[config.mk]
export PLATFORM = sky130hd
export DESIGN_NAME = ucsbece152a_quad_decoder
export DESIGN_NICKNAME = d
export VERILOG_FILES = /design/src/rtl/ucsbece152a_quad_decoder.sv
export SDC_FILE = /design/constraint.sdc
export NUM_CORES = 1
export LEC_CHECK = 0
export BUFFER_PORTS_ARGS = -buffer_cell sky130_fd_sc_hd__clkbuf_2
export CELL_PAD_IN_SITES_DETAIL_PLACEMENT = 0
export CELL_PAD_IN_SITES_GLOBAL_PLACEMENT = 1
export CORE_AREA = 2 2 54 56
export CTS_CLUSTER_DIAMETER = 100
export DETAILED_ROUTE_END_ITERATION = 8
export DIE_AREA = 0 0 56 58
export GPL_ROUTABILITY_DRIVEN = 0
export PLACE_DENSITY_LB_ADDON = 0.1
export SLEW_MARGIN = 20
export SYNTH_ARGS = -nofsm -noshare
export SYNTH_HDL_FRONTEND = slang
export SYNTH_SLANG_ARGS = --single-unit
[constraint.sdc]
create_clock -name clk -period 4.24 [get_ports clk]
set_input_delay 0.848 -clock clk [delete_from_list [all_inputs] [get_ports clk]]
set_output_delay 0.848 -clock clk [all_outputs]
set_load 0.05 [all_outputs]
[src/rtl/ucsbece152a_quad_decoder.sv]
// Quadrature decoder: synchronizes and debounces encoder channels A/B, then
// classifies each filtered Gray-code transition into an up/down step pulse or
// a sticky illegal-transition error.
module ucsbece152a_quad_decoder #(
    parameter int unsigned DEBOUNCE = 4
) (
    input  logic       clk,
    input  logic       rst,
    input  logic       a_i,
    input  logic       b_i,
    input  logic       clr_err_i,
    output logic       step_o,
    output logic       dir_o,
    output logic       err_o,
    output logic [1:0] state_o
);

    localparam int unsigned CNT_W   = 8;
    localparam int unsigned NUM_CH  = 2;
    localparam logic [CNT_W-1:0] DB_LAST = CNT_W'(DEBOUNCE - 1);

    typedef enum logic {
        INIT = 1'b0,
        RUN  = 1'b1
    } ctrl_state_t;

    ctrl_state_t      state_q;
    ctrl_state_t      state_d;
    logic [1:0]       init_cnt_q;
    logic [1:0]       init_cnt_d;

    // Bit 1 is channel A, bit 0 is channel B throughout.
    logic [1:0]       s1;
    logic [1:0]       s2;
    logic [1:0]       filt;
    logic [1:0]       prev;
    logic [CNT_W-1:0] cnt [NUM_CH];

    logic [1:0]       delta;
    logic             single_c;
    logic             illegal_c;
    logic             fwd_c;
    logic             run;

    assign run     = (state_q == RUN);
    assign state_o = filt;

    // Two-flop synchronizer per channel.
    always_ff @(posedge clk or posedge rst) begin
        if (rst) begin
            s1 <= 2'b00;
            s2 <= 2'b00;
        end else begin
            s1 <= {a_i, b_i};
            s2 <= s1;
        end
    end

    // Control FSM state register.
    always_ff @(posedge clk or posedge rst) begin
        if (rst) begin
            state_q    <= INIT;
            init_cnt_q <= 2'd0;
        end else begin
            state_q    <= state_d;
            init_cnt_q <= init_cnt_d;
        end
    end

    // Control FSM next state: INIT lasts three edges after reset release.
    always_comb begin
        state_d    = state_q;
        init_cnt_d = init_cnt_q;
        case (state_q)
            INIT: begin
                init_cnt_d = init_cnt_q + 2'd1;
                if (init_cnt_q == 2'd2) begin
                    state_d = RUN;
                end
            end
            RUN: begin
                state_d = RUN;
            end
            default: begin
                state_d = INIT;
            end
        endcase
    end

    // Per-channel debounce; INIT loads the synchronized level directly.
    always_ff @(posedge clk or posedge rst) begin
        if (rst) begin
            filt <= 2'b00;
            for (int i = 0; i < NUM_CH; i++) begin
                cnt[i] <= '0;
            end
        end else if (!run) begin
            filt <= s2;
            for (int i = 0; i < NUM_CH; i++) begin
                cnt[i] <= '0;
            end
        end else begin
            for (int i = 0; i < NUM_CH; i++) begin
                if (s2[i] != filt[i]) begin
                    if (cnt[i] == DB_LAST) begin
                        filt[i] <= s2[i];
                        cnt[i]  <= '0;
                    end else begin
                        cnt[i]  <= cnt[i] + CNT_W'(1);
                    end
                end else begin
                    cnt[i] <= '0;
                end
            end
        end
    end

    // Previous filtered state; INIT tracks the incoming level so RUN starts with no change.
    always_ff @(posedge clk or posedge rst) begin
        if (rst) begin
            prev <= 2'b00;
        end else if (!run) begin
            prev <= s2;
        end else begin
            prev <= filt;
        end
    end

    // Transition classification: forward when new A differs from old B.
    always_comb begin
        delta     = filt ^ prev;
        single_c  = (delta == 2'b01) || (delta == 2'b10);
        illegal_c = (delta == 2'b11);
        fwd_c     = filt[1] ^ prev[0];
    end

    // Registered step/direction/error outputs; a new error wins over clear.
    always_ff @(posedge clk or posedge rst) begin
        if (rst) begin
            step_o <= 1'b0;
            dir_o  <= 1'b0;
            err_o  <= 1'b0;
        end else begin
            step_o <= run && single_c;
            if (run && single_c) begin
                dir_o <= ~fwd_c;
            end
            if (run && illegal_c) begin
                err_o <= 1'b1;
            end else if (clr_err_i) begin
                err_o <= 1'b0;
            end
        end
    end

endmodule
### Word-level counts from Yosys, hierarchy flattened

Cells that the tools add are included.

* register bits after elaboration: 30
* ROM bits: 0
* latch bits: 0
* bits of input ports: 5
* output and inout bits: 5
* logic and storage cells: 52
* memories: 0
* RAM bits: 0

* magnitude comparators: 0
* mux-type cells: 15
* divide/modulo/power cells: 0
* $add $sub $neg: 3
* multipliers: 0
* equality and inequality tests: 12
* reduce and logical (&&, ||, !) cells: 6
* bitwise logic cells: 4
* shifts and indexed selects: 0

Operators by type and width (number)
* $mux 8: 4
* $add 8x1->8 const B: 2
* $eq 8x2->1 const B: 2
* $mux 16: 1
* $ne 2x1->1 const B: 4
* $mux 1: 7
* $eq 2x2->1 const B: 3
* $mux 2: 2
* $reduce_and 2->1: 2
* $add 2x1->2 const B: 1
* $eq 2x1->1 const B: 1
* $logic_and 1x1->1: 2
* $ne 1x1->1: 2
* $not 1->1: 2
* $pmux 1 s2: 1
* $reduce_bool 2->1: 1
* $xor 2x2->2: 1
* $logic_or 1x1->1: 1
* $xor 1x1->1: 1

### Logic depth before layout (Yosys ltp)

* depth after elaboration: 4
* gate-level depth with buffers: 5

### Worst setup path after synthesis

Ideal clock, no wire load.

* path type: register -> register
* from: register cnt[8] (netlist name)
* to: register filt[0] (netlist: state_o[0])
* data required time: 4.113 ns
* data arrival time: 1.504 ns
* clock period less this slack: 1.631 ns
* path slack: 2.609 ns
* buffers on the path: 0
* stages on the path, launching flop included: 5
* setup time: 0.127 ns
* cells stage by stage: dfrtp_1 > ha_1 > or4b_4 > o21ai_2 > mux2_1

* word-level cells in the longest chain between the ends: 3

Ends and longest elaborated chain
* start, declared: line 37 `logic [CNT_W-1:0] cnt [NUM_CH];`
* start signal, assigned by index: line 109 `cnt[i] <= cnt[i] + CNT_W'(1);`
* $eq 8x2->1: line 105 `if (cnt[i] == DB_LAST) begin`
* $ne 2x1->1 (no source line)
* $reduce_and 2->1 (no source line)
* end signal, assigned by index: line 106 `filt[i] <= s2[i];`
* end, declared: line 35 `logic [1:0] filt;`

Every way passes these cells.
A chain may end at the register's enable or synchronous reset.

### Final worst setup path

* from: register filt[1] (netlist: state_o[1])
* to: output port state_o[1]

RTL lines
* end, declared: line 15 `output logic [1:0] state_o`

No word-level cell between the ends.

==> results.sh <==
export IMPL_grt_pass1_vias=784
export IMPL_crit_path_start_kind="flip-flop"
export IMPL_synth_cell_types=21
export IMPL_place_hpwl_mm=1.356
export IMPL_synthTopCellsByArea="dfrtp_1, xor2_1, ha_1, or3_1, o21ai_0"
export IMPL_syn_to_final_growth_pct=9.671
export IMPL_clkTransAtPathRegs_ns=0.09
export IMPL_fin_crit_sh_pct=45.51
export IMPL_synth_cells=113
export IMPL_syn_avg_cell_area_um2=11.45
export IMPL_post_dp_cell_area_um2=1374
export IMPL_netlist_area_um2=1294
export IMPL_rsz0062_at_grt="false"
export IMPL_hold_ws_ns=0.3528
export IMPL_grt_max_degree=31
export IMPL_cts_tree="built"
export IMPL_slowest_stage="dfrtp_1"
export IMPL_async_flop_share_pct=100.0
export IMPL_cts_hold_buf=0
export IMPL_maxSlewViolCount=0
export IMPL_fmax_mhz=518.3
export IMPL_grt_pass1_wl_mm=3.360
export IMPL_cts_htree_levels=2
export IMPL_layout_drive_gt1_share_pct=17.97
export IMPL_min_to="s2[1]"
export IMPL_synth_common_cells="dfrtp_1, nor2_1, o21ai_0, xor2_1"
export IMPL_crit_required_ns=3.39
export IMPL_cp_max_fo=6
export IMPL_r2r_start="cnt[8]"
export IMPL_grt_usage_pct=13.61
export IMPL_insertion_delay_ns=0.30
export IMPL_reg2reg_to="state_o[0]"
export IMPL_cts_made_buffers=5
export IMPL_cp_arrival_ns=1.08
export IMPL_hold_depth=0
export IMPL_max_stage_delay_ns=0.46
export IMPL_maxCapViolations=0
export IMPL_drc=0
export IMPL_min_period_ns=1.930
export IMPL_worst_setup_path_type="flip-flop to output port"
export IMPL_reg2reg_slack_ns=2.51
export IMPL_finalHoldViolCount=0
export IMPL_ys_warn_count=0
export IMPL_antenna_found_initial=0
export IMPL_dieArea_um2=3248
export IMPL_num_rows=19
export IMPL_clockRootBuffer="clkbuf_4"
export IMPL_via_per_inst=5.296
export IMPL_synth_edff_count=0
export IMPL_tightest_slew_ns=0.6038
export IMPL_fin_nets=137
export IMPL_post_synth_top_count_cell="dfrtp_1"
export IMPL_start_util_pct=48.59
export IMPL_setup_tns_ns=0
export IMPL_yosys_area_top_type_share_pct=58.03
export IMPL_routed_wl_mm=1.959
export IMPL_clock_sinks=30
export IMPL_cts_resized=0
export IMPL_gr_total_overflow=0
export IMPL_postCtsSetupBuffers=0
export IMPL_yosysTopAreaCell="dfrtp_1"
export IMPL_io_buffers=9
export IMPL_outcome="finished clean"
export IMPL_end_kind="output port"
export IMPL_leakage_nw=0.6514
export IMPL_setup_viol=0
export IMPL_cts_buffer_depth=2
export IMPL_die_h_um=58
export IMPL_dr_pass1_iters=4
export IMPL_num_vias=842
export IMPL_ys_flop_type="dfrtp_1"
export IMPL_ys_ff_latch=30
export IMPL_syn_nets=122
export IMPL_path_cells="clkbuf_2"
export IMPL_fin_skew_ns=0.009245
export IMPL_die_x_um=56
export IMPL_coreArea_um2=2663
export IMPL_power_density_nw_per_um2=604.0
export IMPL_path_buf_inv=1
export IMPL_ant_nets=0
export IMPL_relSlewSlack_pct=59.69
export IMPL_hold_path_class="flip-flop to flip-flop"
export IMPL_drt_initial_drc_count=9
export IMPL_fin_area_um2=1419
export IMPL_wl_per_cell_um=12.32
export IMPL_ir_worst_vdd_uv=399.2
export IMPL_ys_seq_area_share_pct=58.03
export IMPL_worstHoldStart="s1[1]"
export IMPL_crit_family="flip-flops"
export IMPL_io_pins=10
export IMPL_diodes=0
export IMPL_rr_worst_depth=4
-- where the power goes --
| group | total (W) | internal [W] | switching (W) |
|---|---|---|---|
| combinational | 0.000316 | 0.000109 | 0.000206 |
| clock | 0.000148 | 0.0000625 | 0.0000852 |
| sequential | 0.000394 | 0.000347 | 0.0000471 |
-- state kept, by name, indices dropped and copies added (netlist names) --
signal / flops
cnt: 16
init_cnt_q: 2
prev: 2
s1: 2
s2: 2
state_o: 2
dir_o: 1
err_o: 1
run: 1
step_o: 1
-- cell families after synthesis --
| logic type | synth area share [%] |
|---|---|
| AND/OR/NAND/NOR | 14.99 |
| multiplexers | 3.481 |
| XOR/XNOR | 8.125 |
| AO/OA/AOI/OAI | 9.477 |
| buffers and inverters | 2.031 |
| flip-flops | 58.03 |
| adder cells (fa/ha/maj) | 3.869 |
-- cell type report --
| class | instances | area (um2) |
|---|---|---|
| inverters | 6 | 22.52 |
| multi-input cells | 76 | 516.7 |
| flip-flops and latches | 30 | 750.7 |
| fillers | 257 | 1244 |
| well taps | 31 | 38.79 |
| clock buffers | 7 | 45.04 |
| repair buffers | 9 | 45.04 |
-- per-layer routing --
layer | vias up | GRT usage [%] | wire [um]
met5 | - | 0 | 0
met4 | 0 | 6.122 | 34
met3 | 5 | 4.688 | 47
met2 | 8 | 22.52 | 986
met1 | 414 | 16.18 | 891
li1 | 415 | - | -
-- worst max path at each step --
stage                           from    endpoint  slack (ns)  cells past startpoint
after floorplan               cnt[8]  state_o[0]        2.61                      4
after global placement           rst       s2[1]        2.38                      2
after detailed placement         rst       s2[1]        2.36                      2
after CTS                 state_o[1]  state_o[1]        2.29                      1
after global routing      state_o[1]  state_o[1]        2.24                      1
final                     state_o[1]  state_o[1]        2.31                      1
-- per-stage QoR --
stage | power (W) | setup WS [ns] | instances | utilization (%)
global route | 0.0009252 | 2.236 | 159 | 53.29
detailed placement | 0.0007222 | 2.356 | 152 | 51.60
global placement | 0.0007160 | 2.380 | 152 | 51.60
floorplan | 0.0006529 | 2.609 | 113 | -
finish | 0.0008570 | 2.310 | 159 | 53.29
CTS | 0.0008720 | 2.288 | 159 | 53.29
-- placed cells by master, fill, tap and decap left out, drive strengths merged, types with 2 or more instances in the layout --
cell    instances
xor2            9
or3             8
a21oi           6
dfrtp          30
or4b            2
nand4           2
xnor2           3
nor2           10
nand3           6
ha              4
mux2            4
o21ai          11
o211ai          2
inv             6
nand2           8
clkbuf         16
(Power assumes the default switching activity.)
